File: src/rtl/fifo2shiftreg_pkg.sv
// Shared types and helpers for the FIFO-to-serial-frame bridge.
package fifo2shiftreg_pkg;

    // Width of one command word written into the FIFO.
    localparam int unsigned DIN_W = 16;

    // Serializer FSM states.
    typedef enum logic [1:0] {
        StIdle,
        StLoad,
        StShift,
        StGap
    } state_e;

    // Words per frame for a given frame width.
    function automatic int unsigned calc_wpf(input int unsigned width);
        return width / DIN_W;
    endfunction

    // Bits needed for a counter that must hold values up to max_val.
    function automatic int unsigned cnt_width(input int unsigned max_val);
        return (max_val < 2) ? 1 : $clog2(max_val + 1);
    endfunction

endpackage

File: src/rtl/sync_fifo.sv
// Single-clock circular-buffer FIFO with occupancy count.
// Writes while full and reads while empty are ignored.
module sync_fifo #(
    parameter int unsigned DATA_W     = 16,
    parameter int unsigned DEPTH_LOG2 = 4
) (
    input  logic                  i_clk,
    input  logic                  i_reset,
    input  logic                  i_wr_en,
    input  logic [DATA_W-1:0]     i_din,
    input  logic                  i_rd_en,
    output logic [DATA_W-1:0]     o_dout,
    output logic [DEPTH_LOG2:0]   o_count,
    output logic                  o_full,
    output logic                  o_empty
);

    localparam int unsigned DEPTH = 1 << DEPTH_LOG2;
    localparam logic [DEPTH_LOG2:0] DEPTH_CNT = {1'b1, {DEPTH_LOG2{1'b0}}};

    logic [DATA_W-1:0]   r_mem [DEPTH];
    logic [DEPTH_LOG2:0] r_wr_ptr;
    logic [DEPTH_LOG2:0] r_rd_ptr;
    logic [DEPTH_LOG2:0] r_count;
    logic                w_do_wr;
    logic                w_do_rd;

    assign o_full   = (r_count == DEPTH_CNT);
    assign o_empty  = (r_count == '0);
    assign o_count  = r_count;
    assign o_dout   = r_mem[r_rd_ptr[DEPTH_LOG2-1:0]];
    assign w_do_wr  = i_wr_en & ~o_full;
    assign w_do_rd  = i_rd_en & ~o_empty;

    // Storage array; no reset needed since count gates every read.
    always_ff @(posedge i_clk) begin
        if (w_do_wr) begin
            r_mem[r_wr_ptr[DEPTH_LOG2-1:0]] <= i_din;
        end
    end

    // Pointer and occupancy bookkeeping.
    always_ff @(posedge i_clk) begin
        if (i_reset) begin
            r_wr_ptr <= '0;
            r_rd_ptr <= '0;
            r_count  <= '0;
        end else begin
            if (w_do_wr) begin
                r_wr_ptr <= r_wr_ptr + 1'b1;
            end
            if (w_do_rd) begin
                r_rd_ptr <= r_rd_ptr + 1'b1;
            end
            unique case ({w_do_wr, w_do_rd})
                2'b10:   r_count <= r_count + 1'b1;
                2'b01:   r_count <= r_count - 1'b1;
                default: r_count <= r_count;
            endcase
        end
    end

endmodule

File: src/rtl/fifo_to_shiftreg.sv
// Buffers 16-bit command words and serializes WIDTH-bit frames on SCLK/DOUT/SYNCn.
// Optional build macro FIFO2SHIFTREG_LSB_FIRST_EN: frames go out LSB first and the
// first popped word lands in the least significant bits. Default is MSB first.
module fifo_to_shiftreg
    import fifo2shiftreg_pkg::*;
#(
    parameter int unsigned WIDTH      = 32,
    parameter int unsigned CLK_DIV    = 2,
    parameter int unsigned DEPTH_LOG2 = 4
) (
    input  logic             i_clk,
    input  logic             i_reset,
    input  logic             i_wr_clk,
    input  logic [DIN_W-1:0] i_din,
    input  logic             i_wr_en,
    input  logic             i_wr_pulse,
    output logic             o_full,
    output logic             o_sclk,
    output logic             o_dout,
    output logic             o_syncn
);

    localparam int unsigned WPF   = calc_wpf(WIDTH);
    localparam int unsigned CNT_W = cnt_width(WIDTH);
    localparam int unsigned DIV_W = cnt_width(2 * CLK_DIV);

    localparam logic [DEPTH_LOG2:0] WPF_CNT   = (DEPTH_LOG2 + 1)'(WPF);
    localparam logic [CNT_W-1:0]    LOAD_LAST = CNT_W'(WPF - 1);
    localparam logic [CNT_W-1:0]    BIT_LAST  = CNT_W'(WIDTH - 1);
    localparam logic [DIV_W-1:0]    HALF_LAST = DIV_W'(CLK_DIV - 1);
    localparam logic [DIV_W-1:0]    GAP_LAST  = DIV_W'(2 * CLK_DIV - 1);

    state_e              r_state;
    state_e              w_state_nxt;
    logic [CNT_W-1:0]    r_cnt;
    logic [CNT_W-1:0]    w_cnt_nxt;
    logic [DIV_W-1:0]    r_div;
    logic [DIV_W-1:0]    w_div_nxt;
    logic [WIDTH-1:0]    r_shreg;
    logic [WIDTH-1:0]    w_shreg_nxt;
    logic                r_sclk;
    logic                w_sclk_nxt;
    logic                r_syncn;
    logic                w_syncn_nxt;
    logic                r_dout;
    logic                w_dout_nxt;
    logic                r_wr_pulse_d;

    logic                w_wr_strobe;
    logic                w_rd_en;
    logic [DIN_W-1:0]    w_fifo_dout;
    logic [DEPTH_LOG2:0] w_fifo_count;
    logic                w_fifo_full;
    logic                w_fifo_empty;
    logic                w_frame_ready;
    logic [WIDTH-1:0]    w_assembled;
    logic [WIDTH-1:0]    w_shifted;
    logic                w_first_bit;
    logic                w_next_bit;
    logic                w_unused;

    // The write port shares the main clock; the empty flag is implied by count.
    assign w_unused = i_wr_clk ^ w_fifo_empty;

    assign w_wr_strobe   = i_wr_en | (i_wr_pulse & ~r_wr_pulse_d);
    assign w_frame_ready = (w_fifo_count >= WPF_CNT);
    assign o_full        = w_fifo_full;
    assign o_sclk        = r_sclk;
    assign o_dout        = r_dout;
    assign o_syncn       = r_syncn;

`ifdef FIFO2SHIFTREG_LSB_FIRST_EN
    assign w_assembled = (r_shreg >> DIN_W) | (WIDTH'(w_fifo_dout) << (WIDTH - DIN_W));
    assign w_first_bit = w_assembled[0];
    assign w_shifted   = r_shreg >> 1;
    assign w_next_bit  = w_shifted[0];
`else
    assign w_assembled = (r_shreg << DIN_W) | WIDTH'(w_fifo_dout);
    assign w_first_bit = w_assembled[WIDTH-1];
    assign w_shifted   = r_shreg << 1;
    assign w_next_bit  = w_shifted[WIDTH-1];
`endif

    sync_fifo #(
        .DATA_W     (DIN_W),
        .DEPTH_LOG2 (DEPTH_LOG2)
    ) u_fifo (
        .i_clk   (i_clk),
        .i_reset (i_reset),
        .i_wr_en (w_wr_strobe),
        .i_din   (i_din),
        .i_rd_en (w_rd_en),
        .o_dout  (w_fifo_dout),
        .o_count (w_fifo_count),
        .o_full  (w_fifo_full),
        .o_empty (w_fifo_empty)
    );

    // State, counters, shift register and registered serial outputs.
    always_ff @(posedge i_clk) begin
        if (i_reset) begin
            r_state      <= StIdle;
            r_cnt        <= '0;
            r_div        <= '0;
            r_shreg      <= '0;
            r_sclk       <= 1'b1;
            r_syncn      <= 1'b1;
            r_dout       <= 1'b0;
            r_wr_pulse_d <= 1'b0;
        end else begin
            r_state      <= w_state_nxt;
            r_cnt        <= w_cnt_nxt;
            r_div        <= w_div_nxt;
            r_shreg      <= w_shreg_nxt;
            r_sclk       <= w_sclk_nxt;
            r_syncn      <= w_syncn_nxt;
            r_dout       <= w_dout_nxt;
            r_wr_pulse_d <= i_wr_pulse;
        end
    end

    // Next-state logic for load, bit serialization and inter-frame gap.
    always_comb begin
        w_state_nxt = r_state;
        w_cnt_nxt   = r_cnt;
        w_div_nxt   = r_div;
        w_shreg_nxt = r_shreg;
        w_sclk_nxt  = r_sclk;
        w_syncn_nxt = r_syncn;
        w_dout_nxt  = r_dout;
        w_rd_en     = 1'b0;

        unique case (r_state)
            StIdle: begin
                if (w_frame_ready) begin
                    w_state_nxt = StLoad;
                    w_cnt_nxt   = '0;
                end
            end

            StLoad: begin
                w_rd_en     = 1'b1;
                w_shreg_nxt = w_assembled;
                w_cnt_nxt   = r_cnt + 1'b1;
                // The last pop also opens the frame so SYNCn falls on the same edge.
                if (r_cnt == LOAD_LAST) begin
                    w_state_nxt = StShift;
                    w_cnt_nxt   = '0;
                    w_div_nxt   = '0;
                    w_sclk_nxt  = 1'b1;
                    w_syncn_nxt = 1'b0;
                    w_dout_nxt  = w_first_bit;
                end
            end

            StShift: begin
                if (r_div == HALF_LAST) begin
                    w_div_nxt = '0;
                    if (r_sclk) begin
                        w_sclk_nxt = 1'b0;
                    end else if (r_cnt == BIT_LAST) begin
                        w_state_nxt = StGap;
                        w_sclk_nxt  = 1'b1;
                        w_syncn_nxt = 1'b1;
                        w_dout_nxt  = 1'b0;
                    end else begin
                        // DOUT only moves with the SCLK rising edge.
                        w_sclk_nxt  = 1'b1;
                        w_cnt_nxt   = r_cnt + 1'b1;
                        w_shreg_nxt = w_shifted;
                        w_dout_nxt  = w_next_bit;
                    end
                end else begin
                    w_div_nxt = r_div + 1'b1;
                end
            end

            StGap: begin
                if (r_div == GAP_LAST) begin
                    w_div_nxt = '0;
                    // Skip IDLE when a full frame is already waiting.
                    if (w_frame_ready) begin
                        w_state_nxt = StLoad;
                        w_cnt_nxt   = '0;
                    end else begin
                        w_state_nxt = StIdle;
                    end
                end else begin
                    w_div_nxt = r_div + 1'b1;
                end
            end

            default: begin
                w_state_nxt = StIdle;
            end
        endcase
    end

endmodule

File: config.mk
export PLATFORM = sky130hd
export DESIGN_NAME = fifo_to_shiftreg
export DESIGN_NICKNAME = d
export VERILOG_FILES = /design/src/rtl/fifo2shiftreg_pkg.sv /design/src/rtl/sync_fifo.sv /design/src/rtl/fifo_to_shiftreg.sv
export SDC_FILE = /design/constraint.sdc
export NUM_CORES = 1
export LEC_CHECK = 0
export CAP_MARGIN = 20
export CORE_UTILIZATION = 40
export CTS_CLUSTER_DIAMETER = 100
export DETAILED_ROUTE_END_ITERATION = 6
export PLACE_DENSITY_LB_ADDON = 0.3
export SLEW_MARGIN = 20
export SYNTH_ARGS = -nofsm -noshare
export SYNTH_HDL_FRONTEND = slang
export SYNTH_SLANG_ARGS = --single-unit
File: constraint.sdc
create_clock -name i_clk -period 7.01 [get_ports i_clk]
set_input_delay 1.402 -clock i_clk [delete_from_list [all_inputs] [get_ports i_clk]]
set_output_delay 1.402 -clock i_clk [all_outputs]
set_load 0.01 [all_outputs]
==> results of run 1 <==
## power breakdown
group / switching (mW) / total (mW) / internal, mW
clock: 0.695 / 1.66 / 0.963
combinational: 0.422 / 0.692 / 0.270
sequential: 0.0857 / 2.25 / 2.16
## cell type report
class	instances	share of cell area, %
Clock inverter	11	0.649
Clock buffer	47	6.24
Timing Repair Buffer	48	2.88
Inverter	21	0.524
Sequential cell	319	59.6
Tap cell	442	3.68
Multi-Input combinational cell	498	26.5
## how the worst max path moves through the flow
stage | end | slack (ns)
2_1_floorplan | u_fifo.r_mem[2][0]$_DFFE_PP_ | 3.55
3_3_place_gp | u_fifo.r_mem[0][12]$_DFFE_PP_ | 2.91
3_5_place_dp | u_fifo.r_mem[0][12]$_DFFE_PP_ | 2.82
4_1_cts | u_fifo.r_mem[0][12]$_DFFE_PP_ | 3.42
5_1_grt | u_fifo.o_count[2]$_SDFFE_PP0P_ | 3.33
6_report | u_fifo.r_mem[3][8]$_DFFE_PP_ | 3.49
## state kept, by name, indices dropped and copies added, names as in the netlist, named ones only
| register | count |
|---|---|
| o_dout | 1 |
| o_sclk | 1 |
| o_syncn | 1 |
| r_cnt | 6 |
| r_div | 3 |
| r_shreg | 31 |
| r_state | 2 |
| r_wr_pulse_d | 1 |
| u_fifo.o_count | 5 |
| u_fifo.r_mem | 256 |
| u_fifo.r_rd_ptr | 4 |
| u_fifo.r_wr_ptr | 4 |
## layout by cell type, fill, tap and decap left out, drive strengths merged, types with 23 or more instances in the layout
master,netlist,final
a22oi,66,66
buf,23,26
clkbuf,37,47
dfxtp,63,63
edfxtp,256,256
mux2i,142,142
nand3,41,41
nor2,23,23
nor3,23,23
## worst reg2reg max path: stages, from the launching register on
cell     delay, ns
dfxtp_1       0.38
or4_4         0.63
o21ai_1       0.38
inv_1         0.12
ha_1          0.34
xor2_1        0.18
ha_1          0.25
o211a_1       0.23
o31ai_1       0.21
or3_1         0.14
a21oi_1       0.06
## stage by stage
stage,cell area [um2],utilization [%],std cells
after floorplan,13200,-,898
after CTS,15000,46.2,1385
final,15000,46.3,1386
after detailed placement,14000,43.0,1327
after global routing,15000,46.3,1386
after global placement,13900,43.0,1326
## per-layer routing
layer / track usage [%] / vias up / wire (um)
met4: 3.70 / 0 / 449
met1: 24.3 / 3820 / 13100
met3: 2.34 / 42 / 1520
met5: 0 / - / 0
li1: - / 3581 / -
met2: 29.1 / 213 / 13800
## logic make-up after synthesis
kind of cell,after synthesis
AOI/OAI and AO/OA,168
xor gates and xnor gates,7
adders and majority gates,20
buffers and inverters,81
DFF,319
muxes,145
and+or+nand+nor,158
==> metrics.md, run 1 <==
| Metric | Value |
|---|---|
| Worst-path clk slew | 0.06 ns |
| RSZ-0062 raised after global routing | no |
| Sequential share of the synthesized area | 67.9% |
| Yosys warns | 0 |
| Adder-cell share of the synthesized area | 1.90% |
| DR vias/cell | 5.52 |
| Primary FF master, synth | edfxtp_1 |
| Drt pass-1 iters | 5 |
| Clock buffer depth | 3 |
| Detailed Route WL | 28900 um |
| CTS resizes | 0 |
| Worst endpoint required time | ~7.3 ns |
| Final Setup Violations | 0 |
| Hold Crit Endpoint | r_div[1]$_SDFFE_PP0P_ |
| Status | finished clean |
| Clk_skew | 0.0204 ns |
| Simple-gate share of the synthesized area | 6.34% |
| Placement Setup Slack | 2.82 ns |
| Compound-Gate Fraction of Synth Area | 9.57% |
| R2r worst-path depth | 10 |
| Pins Over Slew Limit | 0 |
| Top cells by area, synth | edfxtp_1 (58%), mux2i_1 (11%), dfxtp_1 (9.6%), a22oi_1 (3.8%), ha_1 (1.9%) |
| Initial antenna violation count | 0 |
| CTS tree | built |
| Synth Cell Area | 0.0132 mm2 |
| Pwr Total | 4.60 mW |
| CTS Hold Buffers Added | 0 |
| Worst setup EP type | register |
| Worst slew pin tran | 1.09 ns |
| EDFF count, synth | 256 |
| Height of the die | between 150 and 200 um |
| Skew-Pair Late Insertion Delay | 0.58 ns |
| Max rail drop VDD | 0.000202 V |
| FF-to-FF setup slack | 3.95 ns |
| TNS Setup | 0 ns |
| Layout cells sized above 1 | between 10% and 20% |
| Fill cells | 2826 |
| Hold Startpoint | r_div[1]$_SDFFE_PP0P_ |
| Worst path depth | 5 |
| CTS sink cnt | around 320 |
| Yosys cell types | 62 |
| Top-area cell type share of the netlist area | 58.3% |
| Worst Path Arrival | roughly 3.8 ns |
| Post-synthesis mux area share | 11.2% |
| Worst Path Buf+Inv | 2 |
| N_diodes | 0 |
| Fin. Hold Viols | 0 |
| Commonest cells post-synth | edfxtp_1 (256), mux2i_1 (142), a22oi_1 (66), dfxtp_1 (63), nand3_1 (41) |
| F_max | 284 MHz |
| Min Hold Slack | 0.496 ns |
| CP startpoint | i_wr_pulse |
| Final setup margin | between 3 and 4 ns |
| Vias post-DR | approximately 7700 |
| Die ar. | between 0.03 and 0.04 mm2 |
| Reg-to-Reg End | u_fifo.o_count[4]$_SDFFE_PP0P_ |
| Synth Area in XOR/XNOR | less than 1% |
| Hold Crit Class | reg -> reg |
| Critical path's largest stage delay | between 0.9 and 1 ns |
| Register area | 0.00895 mm2 |
| Area leader, netlist | edfxtp_1 |
| Crit-path leading delay family | simple AND/OR/NAND/NOR gates |
| Headroom to the max-slew limit | 27.0% |
| Total grt overflow | 0 |
| Clock Tree Root | clkbuf_16 |
| RD Place Congestion | 0.759 |
| WL per Instance | 20.9 um |
| PortBufs | 23 |
| Critical R2R Launch | u_fifo.o_count[1]$_SDFFE_PP0P_ |
| Syn nets | 939 |
| Initial Utilization | between 40 and 50% |
| Cell Rows | 66 |
| Pin count of the biggest net entering global routing | 63 |
| Final Critical Period | 3.52 ns |
| CTS buffer count | 31 |
| Area taken by multi-input logic gates | 0.00398 mm2 |
| Fin nets | between 900 and 1000 |
| CP Launch Type | primary input |
| Post-Synthesis Cells | roughly 900 |
| Power density over cell area | 306 mW/mm2 |
| Max-Cap Viols | 0 |
| Postcts setup bufs | 0 |
| Count leader, synth | edfxtp_1 |
| WS Path Type | in -> reg |
| Crit-path max FO | 9 |
| IO Pins | 25 |
| Yosys reg bits | ~320 |
| FFs w/ async S/R, synth | 0% |
| Chip width | 184 um |
| # DRC | 0 |
| CP Cell Sequence | clkdlybuf4s50_1 -> nor2b_1 -> o221ai_1 -> nor3_2 -> buf_4 |
| Syn_area_per_cell | 14.7 um2 |
| 1st-iter DRT viols | approximately 540 |
| Post-DP HPWL | 16300 um |
| CTS H-tree lvls | 1 |
| Hold depth | 2 |
| Critical path's slowest cell | nor3_2 |
| Global-route usage over all layers | approximately 17% |
| First-pass GRT wire length | approximately 45000 um |
| Post-route antenna net violation count | 0 |
| Vias in the first global route | approximately 7400 |
| Period utilisation layout | around half |
| Core area | 0.0325 mm2 |
| Area growth syn-to-layout | 14.1% |
| Leak pwr | ~4.6 nW |
| Main combinational cell family by area after synthesis | multiplexers |
No activity file was read; power rests on OpenSTA's default activity.
==> run 2: changes to the inputs <==
==> constraint.sdc (replaced) <==
create_clock -name i_clk -period 3.65 [get_ports i_clk]
set_input_delay 0.73 -clock i_clk [delete_from_list [all_inputs] [get_ports i_clk]]
set_output_delay 0.73 -clock i_clk [all_outputs]
set_load 0.01 [all_outputs]
==> run 2 against run 1 <==
- sequential share of layout area shrank 0.86 points
- clock skew shrank 0.00075 ns
- clock-buffer cell count shrank 4
- sequential cell count is the same
- global-route usage grew 0.52 points
- highest routed layer unchanged
==> metrics.md, run 2 (synthesis results as in run 1) <==
| Metric | Value |
|---|---|
| Status | finished clean (unchanged) |
| Min Hold Slack | 0.498 ns (was 0.496 ns) |
| GRT met1 Usage | 24.3% (about the same) |
| M2 GR Usage | 29.8% (was 29.1%) |
| Chip width | 184 um (unchanged) |
| Worst setup EP type | register (unchanged) |
| TNS Setup | 0 ns (unchanged) |
| Worst slew pin tran | 0.942 ns (was 1.09 ns) |
| Headroom to the max-slew limit | 37.2% (was 27.0%) |
| Post-Layout Cell Count | 1407 (was 1386) |
| Gr busiest metal | met2 (unchanged) |
| Logic pwr share | 14.4% (was 15.0%) |
| Post-route antenna net violation count | 0 (unchanged) |
| WL per Instance | 21.1 um (was 20.9 um) |
| Core area | 0.0325 mm2 (unchanged) |
| DP Area | 0.0141 mm2 (was 0.0140 mm2) |
| Vias in the first global route | 7635 (was 7426) |
| CTS resizes | 0 (unchanged) |
| Most frequent cells in the layout | edfxtp_1 (256), mux2i_1 (142), a22oi_1 (66), dfxtp_1 (62) (was edfxtp_1 (256), mux2i_1 (142), a22oi_1 (66), dfxtp_1 (62), nand3_1 (41)) |
| Pins Over Slew Limit | 0 (unchanged) |
| NetSw | 2.35 mW (was 1.20 mW) |
| Post-DP HPWL | 17900 um (was 16300 um) |
| Clk_skew | 0.0196 ns (was 0.0204 ns) |
| Flop pwr share | 47.3% (was 48.9%) |
| WS Path Type | reg -> reg (was in -> reg) |
| Max-Cap Viols | 0 (unchanged) |
| Worst Path Arrival | 3.51 ns (was 3.79 ns) |
| Fin nets | 981 (was 960) |
| Drt pass-1 iters | 5 (unchanged) |
| Initial Utilization | 40.6% (unchanged) |
| Finished Cell Area | 0.0153 mm2 (was 0.0150 mm2) |
| Leak pwr | 4.78 nW (was 4.63 nW) |
| Critical path's largest stage delay | 0.63 ns (was 0.95 ns) |
| Initial antenna violation count | 0 (unchanged) |
| Postcts setup bufs | 0 (unchanged) |
| CTS Hold Buffers Added | 0 (unchanged) |
| Hold Crit Class | reg -> reg (unchanged) |
| Height of the die | 184 um (unchanged) |
| CTS buffer count | 34 (was 31) |
| # placed instances | 1346 (was 1327) |
| Critical path's slowest cell | or4_4 (was nor3_2) |
| Power density over cell area | 600 mW/mm2 (was 306 mW/mm2) |
| RD Place Congestion | 0.779 (was 0.759) |
| Global-route usage over all layers | 18.0% (was 17.5%) |
| N_diodes | 0 (unchanged) |
| CP Cell Sequence | or4_4 -> o21ai_1 -> inv_1 -> ha_1 -> xor2_1 -> ha_1 -> o211a_1 -> o31ai_1 -> or3_1 -> a21oi_1 (was clkdlybuf4s50_1 -> nor2b_1 -> o221ai_1 -> nor3_2 -> buf_4) |
| # DRC | 0 (unchanged) |
| IO Pins | 25 (unchanged) |
| CTS sink cnt | 319 (unchanged) |
| Most common cell after layout, fill and taps aside | edfxtp_1 (unchanged) |
| 1st-iter DRT viols | 523 (was 544) |
| Area taken by multi-input logic gates | 0.00395 mm2 (was 0.00398 mm2) |
| Fill cells | 2803 (was 2826) |
| F_max | 318 MHz |
| Layout cells sized above 1 | 13.1% (was 11.5%) |
| First-pass GRT wire length | 45700 um (was 44600 um) |
| Switching part of the total | 25.7% (was 26.2%) |
| Skew-Pair Late Insertion Delay | 0.52 ns (was 0.58 ns) |
| Max FFs per register | 256 (unchanged) |
| Cell Rows | 66 (unchanged) |
| Clock share of power | 38.3% (was 36.1%) |
| Clock Tree Root | clkbuf_16 (unchanged) |
| Final Critical Period | approximately 3.1 ns |
| CTS H-tree lvls | 2 (was 1) |
| RSZ-0062 raised after global routing | no (unchanged) |
| Total grt overflow | 0 (unchanged) |
| Power Internal | 6.81 mW (was 3.40 mW) |
| Final Setup Violations | 0 (unchanged) |
| Worst endpoint required time | 4.02 ns (was 7.28 ns) |
| Clock buffer depth | 3 (unchanged) |
| Register area | 0.00895 mm2 (unchanged) |
| Crit-path max FO | 9 (unchanged) |
| Period utilisation layout | between 80% and 90% |
| Post-layout util | 47.0% (was 46.3%) |
| DR vias/cell | 5.50 (was 5.52) |
| Vias post-DR | 7742 (was 7656) |
| CTS tree | built (unchanged) |
| Met3 usage | 2.83% (was 2.34%) |
| Final setup margin | 0.509 ns (was 3.49 ns) |
| Die ar. | 0.0337 mm2 (unchanged) |
| CP Launch Type | register (was primary input) |
| Fin. Hold Viols | 0 (unchanged) |
| Pwr Total | 9.16 mW (was 4.60 mW) |
| Detailed Route WL | 29700 um (was 28900 um) |
| Cell mode on critical path | ha_1 |
| Max rail drop VDD | 0.000395 V (was 0.000202 V) |
| Area growth syn-to-layout | 15.7% (was 14.1%) |
| Placement Setup Slack | 0.393 ns (was 2.82 ns) |
| Worst-path clk slew | 0.06 ns (about the same) |
| Pin count of the biggest net entering global routing | 54 (was 63) |
| PortBufs | 23 (unchanged) |
==> run 2: changes by cell type in the layout (fill, tap and decap cells not counted), sizes merged <==
cell / delta
buf: +18
clkinv: +5
clkinvlp: -1
clkbuf: -4
bufinv: +4
inv: -1
==> run 2: area by class of cell <==
cell class / instances / area share, %
inverter: 21 / 0.517
clock inverter: 18 / 1.55
multi-input combinational: 498 / 25.9
tap: 442 / 3.63
sequential: 319 / 58.7
clock buffer: 43 / 5.94
timing repair buffer: 66 / 3.76
==> run 2: routing by layer <==
metal | wire length (um) | up-vias
met3 | 1190 | 50
li1 | - | 3633
met5 | 0 | -
met4 | 601 | 0
met1 | 13300 | 3863
met2 | 14500 | 196
==> run 2: final timing paths <==
check	to	slack [ns]	startpoint	cells past startpoint
setup / recovery	u_fifo.o_count[4]$_SDFFE_PP0P_	0.51	u_fifo.o_count[1]$_SDFFE_PP0P_	10
hold / removal	r_div[1]$_SDFFE_PP0P_	0.50	r_div[1]$_SDFFE_PP0P_	2
setup reg to reg	u_fifo.o_count[4]$_SDFFE_PP0P_	0.51	u_fifo.o_count[1]$_SDFFE_PP0P_	10
hold reg to reg	r_div[1]$_SDFFE_PP0P_	0.50	r_div[1]$_SDFFE_PP0P_	2
==> run 2: power groups by stage <==
stage | registers, mW | clock network, mW | logic (mW)
floorplan | 4.33 | 0 | 0.977
global placement | 4.39 | 0 | 1.28
detailed placement | 4.40 | 0 | 1.31
finish | 4.33 | 3.51 | 1.32
CTS | 4.33 | 3.58 | 1.32
global route | 4.35 | 3.72 | 1.44
==> run 2: critical path, delay by kind of cell, from the launching register on <==
family                     cells  cell delay, ns
AOI/OAI and AO/OA              4            0.93
xor gates and xnor gates       1            0.19
adders and majority gates      2            0.60
buffers and inverters          1            0.13
DFF                            1            0.39
and+or+nand+nor                2            0.78
==> run 3: changes to the inputs <==
--- a/config.mk
+++ b/config.mk
@@ -6,6 +6,8 @@
 export NUM_CORES = 1
 export LEC_CHECK = 0
 export CAP_MARGIN = 20
+export CELL_PAD_IN_SITES_DETAIL_PLACEMENT = 0
+export CELL_PAD_IN_SITES_GLOBAL_PLACEMENT = 1
 export CORE_UTILIZATION = 40
 export CTS_CLUSTER_DIAMETER = 100
 export DETAILED_ROUTE_END_ITERATION = 6
==> run 3 against run 2 <==
- sequential cell count unchanged
- utilization increased by 0.40 points
- maximum frequency decreased by 1.2%
- global-route usage increased by 0.22 points
==> metrics.md, run 3 (synthesis results as in run 1) <==
| Metric | Value |
|---|---|
| Total grt overflow | 0 (unchanged) |
| Fill cells | 2771 (was 2803) |
| Area growth syn-to-layout | 16.7% (was 15.7%) |
| Min Hold Slack | 0.504 ns (was 0.498 ns) |
| Drt pass-1 iters | 7 (was 5) |
| Power density over cell area | 618 mW/mm2 (was 600 mW/mm2) |
| TNS Setup | 0 ns (unchanged) |
| Final Critical Period | 3.18 ns (was 3.14 ns) |
| First-pass GRT wire length | 45900 um (was 45700 um) |
| Clk_skew | 0.0180 ns (was 0.0196 ns) |
| Period utilisation layout | 87.1% (was 86.1%) |
| # DRC | 0 (unchanged) |
| Worst slew pin tran | 1.02 ns (was 0.942 ns) |
| Die ar. | 0.0337 mm2 (unchanged) |
| Max rail drop VDD | 0.000350 V (was 0.000395 V) |
| CTS resizes | 0 (unchanged) |
| Headroom to the max-slew limit | 32.0% (was 37.2%) |
| Chip width | 184 um (unchanged) |
| Fin nets | 980 (was 981) |
| Worst Path Buf+Inv | 1 (unchanged) |
| Vias post-DR | 7712 (was 7742) |
| Cell Rows | 66 (unchanged) |
| Worst path depth | 10 (unchanged) |
| IO Pins | 25 (unchanged) |
| Global-route usage over all layers | 18.2% (was 18.0%) |
| RD Place Congestion | 0.803 (was 0.779) |
| Max FFs per register | 256 (unchanged) |
| RSZ-0062 raised after global routing | no (unchanged) |
| Clock buffer depth | 3 (unchanged) |
| Flop pwr share | 45.6% (was 47.3%) |
| Max-Cap Viols | 0 (unchanged) |
| Post-DP HPWL | 18300 um (was 17900 um) |
| Critical path's slowest cell | or4_4 (unchanged) |
| Most common cell after layout, fill and taps aside | edfxtp_1 (unchanged) |
| CP Cell Sequence | or4_4 -> o21ai_1 -> inv_1 -> ha_1 -> xor2_1 -> ha_1 -> o211a_1 -> o31ai_1 -> or3_1 -> a21oi_1 (unchanged) |
| Core area | 0.0325 mm2 (unchanged) |
| Worst-path clk slew | 0.05 ns (was 0.06 ns) |
| Hold Crit Class | reg -> reg (unchanged) |
| Worst setup EP type | register (unchanged) |
| CP startpoint | u_fifo.o_count[1]$_SDFFE_PP0P_ (unchanged) |
| Status | finished clean (unchanged) |
| WL per Instance | 21.2 um (was 21.1 um) |
| Fin. Hold Viols | 0 (unchanged) |
| Detailed Route WL | 29900 um (was 29700 um) |
| Post-layout util | 47.4% (was 47.0%) |
| Initial antenna violation count | 0 (unchanged) |
| Power Internal | 7.15 mW (was 6.81 mW) |
| CTS buffer count | 36 (was 34) |
| Cell mode on critical path | ha_1 (unchanged) |
| FF-to-FF setup slack | 0.47 ns (was 0.51 ns) |
| Vias in the first global route | 7628 (was 7635) |
| N_diodes | 0 (unchanged) |
| Hold Startpoint | r_div[1]$_SDFFE_PP0P_ (unchanged) |
| NetSw | 2.35 mW (about the same) |
| Leak pwr | 4.83 nW (was 4.78 nW) |
| Most frequent cells in the layout | edfxtp_1 (256), mux2i_1 (142), a22oi_1 (66), dfxtp_1 (62), nand3_1 (41) (was edfxtp_1 (256), mux2i_1 (142), a22oi_1 (66), dfxtp_1 (62)) |
| Crit-path max FO | 9 (unchanged) |
| # placed instances | 1343 (was 1346) |
| Critical R2R Launch | u_fifo.o_count[1]$_SDFFE_PP0P_ (unchanged) |
| CTS Hold Buffers Added | 0 (unchanged) |
| CP endpoint | u_fifo.o_count[4]$_SDFFE_PP0P_ (unchanged) |
| F_max | 315 MHz (was 318 MHz) |
| CP Launch Type | register (unchanged) |
| CTS tree | built (unchanged) |
| Switching part of the total | 24.8% (was 25.7%) |
| Postcts setup bufs | 0 (unchanged) |
| Post-route antenna net violation count | 0 (unchanged) |
| Worst Path Arrival | 3.53 ns (was 3.51 ns) |
| Logic pwr share | 14.0% (was 14.4%) |
| R2r worst-path depth | 10 (unchanged) |
| 1st-iter DRT viols | 554 (was 523) |
| Worst endpoint required time | 4.00 ns (was 4.02 ns) |
| Reg-to-Reg End | u_fifo.o_count[4]$_SDFFE_PP0P_ (unchanged) |
| CTS H-tree lvls | 2 (unchanged) |
| Skew-Pair Late Insertion Delay | 0.51 ns (was 0.52 ns) |
| PortBufs | 23 (unchanged) |
| Critical path's largest stage delay | 0.63 ns (about the same) |
| WS Path Type | reg -> reg (unchanged) |
| Pin count of the biggest net entering global routing | 47 (was 54) |
| Final Setup Violations | 0 (unchanged) |
| Post-Layout Cell Count | 1408 (was 1407) |
| Height of the die | 184 um (unchanged) |
| Pwr Total | 9.50 mW (was 9.16 mW) |
| Initial Utilization | 40.6% (unchanged) |
| Layout cells sized above 1 | 13.1% (about the same) |
| Pins Over Slew Limit | 0 (unchanged) |
| Clock Tree Root | clkbuf_16 (unchanged) |
| CTS sink cnt | 319 (unchanged) |
| Crit-path leading delay family | compound AO/OA/AOI/OAI gates (unchanged) |
| Clock share of power | 40.4% (was 38.3%) |
| DR vias/cell | 5.48 (was 5.50) |
-- run 3: how the worst min path moves through the flow --
stage,end,cells past startpoint
2_1_floorplan,r_shreg[1]$_SDFFE_PP0P_,2
3_3_place_gp,r_div[1]$_SDFFE_PP0P_,2
3_5_place_dp,r_div[1]$_SDFFE_PP0P_,2
4_1_cts,r_div[1]$_SDFFE_PP0P_,2
5_1_grt,r_shreg[15]$_SDFFE_PP0P_,2
6_report,r_div[1]$_SDFFE_PP0P_,2
-- run 3: worst register-to-register path: stages, from the launching register on --
cell,delay [ns]
dfxtp_1,0.39
or4_4,0.63
o21ai_1,0.41
inv_1,0.12
ha_1,0.35
xor2_1,0.19
ha_1,0.25
o211a_1,0.23
o31ai_1,0.24
or3_1,0.15
a21oi_1,0.06
-- run 3: routing by layer --
metal  vias to the layer above  track usage [%]  part of all wire, %
met5                         -                0                    0
met4                         0             4.80                  1.7
met3                        35             2.52                  4.3
met2                       154             30.7                   49
met1                      3892             24.6                   45
li1                       3631                -                    -
-- run 3: power groups by stage --
stage                     Combinational [mW]  Clock [mW]  Sequential, mW
after CTS                               1.35        3.91            4.33
after detailed placement                1.35           0            4.40
after floorplan                        0.977           0            4.33
final                                   1.33        3.84            4.33
after global placement                  1.33           0            4.40
after global routing                    1.47        4.06            4.35
-- run 3: cell type report --
class	instances	area, um2	share of cell area, %
Tap cell	442	553	3.59
Clock inverter	17	265	1.72
Inverter	21	78.8	0.512
Clock buffer	48	1020	6.62
Sequential cell	319	8950	58.2
Multi-Input combinational cell	498	3950	25.7
Timing Repair Buffer	63	563	3.66
-- run 3: through the flow --
stage	instance area (um2)	setup WS, ns
after floorplan	13200	0.685
after global placement	14100	0.433
after detailed placement	14100	0.389
after CTS	15400	0.472
after global routing	15400	0.244
final	15400	0.471
==> RTL edit (flow settings as in run 3) <==
Build with the macro `FIFO2SHIFTREG_LSB_FIRST_EN` defined.
--- a/src/rtl/fifo_to_shiftreg.sv
+++ b/src/rtl/fifo_to_shiftreg.sv
@@ -1,6 +1,8 @@
 // Buffers 16-bit command words and serializes WIDTH-bit frames on SCLK/DOUT/SYNCn.
 // Optional build macro FIFO2SHIFTREG_LSB_FIRST_EN: frames go out LSB first and the
 // first popped word lands in the least significant bits. Default is MSB first.
+`define FIFO2SHIFTREG_LSB_FIRST_EN
+
 module fifo_to_shiftreg
     import fifo2shiftreg_pkg::*;
 #(
Behaviour: not the same (a bounded check fails within 10 cycles, from zero or initial values and one cycle with i_reset high).
==> RTL edit against run 3 <==
Global-route usage down 0.36 points. Hold slack got worse by 0.0042 ns. Highest routed layer unchanged. Sequential cell count unchanged. Routed wire length decreased by 2.5%. Worst setup slack gained 0.28 ns. Area after synthesis shrank 1.3%. Clock skew increased by 0.00065 ns. Final area shrank 1.8%. Clock power decreased by 9.9%. Power fell by 3.2%. Critical path type unchanged. Critical path depth stayed put. Combinational power is 4% higher.
==> RTL edit: results (changes against run 3) <==
| Metric | Value |
|---|---|
| Status | complete, no violations (unchanged) |
| Worst hold path startpoint | r_shreg[12]$_SDFFE_PP0P_ (was r_div[1]$_SDFFE_PP0P_) |
| Count of non-CTS inverters in the layout | 20 (was 21) |
| Register-to-register setup slack | 0.75 ns (was 0.47 ns) |
| Multi-In Gates | 481 (was 498) |
| Final sequential cell count | 319 (unchanged) |
| Wire length of the first global-routing pass | 44.2 mm (was 45.9 mm) |
| Syn Nets | 911 (was 939) |
| Number of instances in the placed design | 1320 (was 1343) |
| Post-DP HPWL | 17.4 mm (was 18.3 mm) |
| Total length of routed met2 wires | 14.1 mm (was 14.6 mm) |
| Detailed-router iteration count before antenna repair | 5 (was 7) |
| Worst supply voltage drop on vdd | 0.363 mV (was 0.350 mV) |
| Number of instances in the synthesized netlist | 870 (was 898) |
| Routed length on met3 | 1.22 mm (was 1.28 mm) |
| Total global routing track utilization | 17.8% (was 18.2%) |
| Number of vias after detailed routing | 7354 (was 7712) |
| Ranking of synthesized cells by area | sky130_fd_sc_hd__edfxtp_1, sky130_fd_sc_hd__mux2i_1, sky130_fd_sc_hd__dfxtp_1, sky130_fd_sc_hd__a22oi_1, sky130_fd_sc_hd__a32oi_1 (was sky130_fd_sc_hd__edfxtp_1, sky130_fd_sc_hd__mux2i_1, sky130_fd_sc_hd__dfxtp_1, sky130_fd_sc_hd__a22oi_1, sky130_fd_sc_hd__ha_1) |
| Most numerous cell types in the synthesized netlist | sky130_fd_sc_hd__edfxtp_1, sky130_fd_sc_hd__mux2i_1, sky130_fd_sc_hd__dfxtp_1, sky130_fd_sc_hd__nor2_1, sky130_fd_sc_hd__nand2_1 (was sky130_fd_sc_hd__edfxtp_1, sky130_fd_sc_hd__mux2i_1, sky130_fd_sc_hd__a22oi_1, sky130_fd_sc_hd__dfxtp_1, sky130_fd_sc_hd__nand3_1) |
| Layout cell share with drive strength beyond 1 | 14.3% (was 13.1%) |
| Share of cell area taken by multi-input logic gates | 25.2% (was 25.7%) |
| Largest net degree at the start of global routing | 48 (was 47) |
| Starting DRC count in detailed routing | 524 (was 554) |
| # nets final | 963 (was 980) |
| Post-route met1 wirelength | 13.1 mm (was 13.5 mm) |
| Number of clock buffers in the layout | 49 (was 48) |
| Seq/total area | 59.2% (was 58.2%) |
| Final Skew | 0.0186 ns (was 0.0180 ns) |
| Delay of the slowest cell on the worst path | 0.60 ns (was 0.63 ns) |
| Distinct cell type count after synthesis | 59 (was 62) |
| Post-detailed-routing wire length | 29.1 mm (was 29.9 mm) |
[RTL edit: cell types whose count changed in the layout (fill, tap and decap cells not counted), moves of 16 or more]
cell / run 3 / this run
sky130_fd_sc_hd__nand3_1: 41 / 5
sky130_fd_sc_hd__a32oi_1: 15 / 31
sky130_fd_sc_hd__nand4_1: 18 / 2
sky130_fd_sc_hd__a22oi_1: 66 / 46
sky130_fd_sc_hd__nand2_1: 15 / 49
sky130_fd_sc_hd__nor2_1: 10 / 41
[RTL edit: logic make-up (layout without fill, tap and decap cells)]
| kind of cell | Yosys count | count (layout) | synth area share [%] |
|---|---|---|---|
| DFF | 319 | 319 | 68.8 |
| AOI/OAI and AO/OA | 154 | 154 | 9.39 |
| muxes | 149 | 149 | 11.7 |
| and+or+nand+nor | 148 | 148 | 5.23 |
| buffers and inverters | 70 | 147 | 2.30 |
| adders and majority gates | 20 | 20 | 1.92 |
| xor gates and xnor gates | 10 | 10 | 0.674 |
[RTL edit: per-stage QoR]
stage	instance area [sq um]	setup slack, ns
after global placement	14000	0.507
after CTS	15100	0.749
after global routing	15100	0.600
final	15100	0.749
after floorplan	13000	0.834
after detailed placement	14000	0.484
[RTL edit: worst register-to-register path: stages, from the launching register on]
cell and delay, ns:
sky130_fd_sc_hd__dfxtp_1 0.38, sky130_fd_sc_hd__or4_4 0.61, sky130_fd_sc_hd__o21a_2 0.28, sky130_fd_sc_hd__ha_1 0.33, sky130_fd_sc_hd__xor2_1 0.19, sky130_fd_sc_hd__ha_1 0.25
sky130_fd_sc_hd__o211a_1 0.23, sky130_fd_sc_hd__o31ai_1 0.19, sky130_fd_sc_hd__a31oi_1 0.09, sky130_fd_sc_hd__xnor2_1 0.18, sky130_fd_sc_hd__nor2_1 0.05
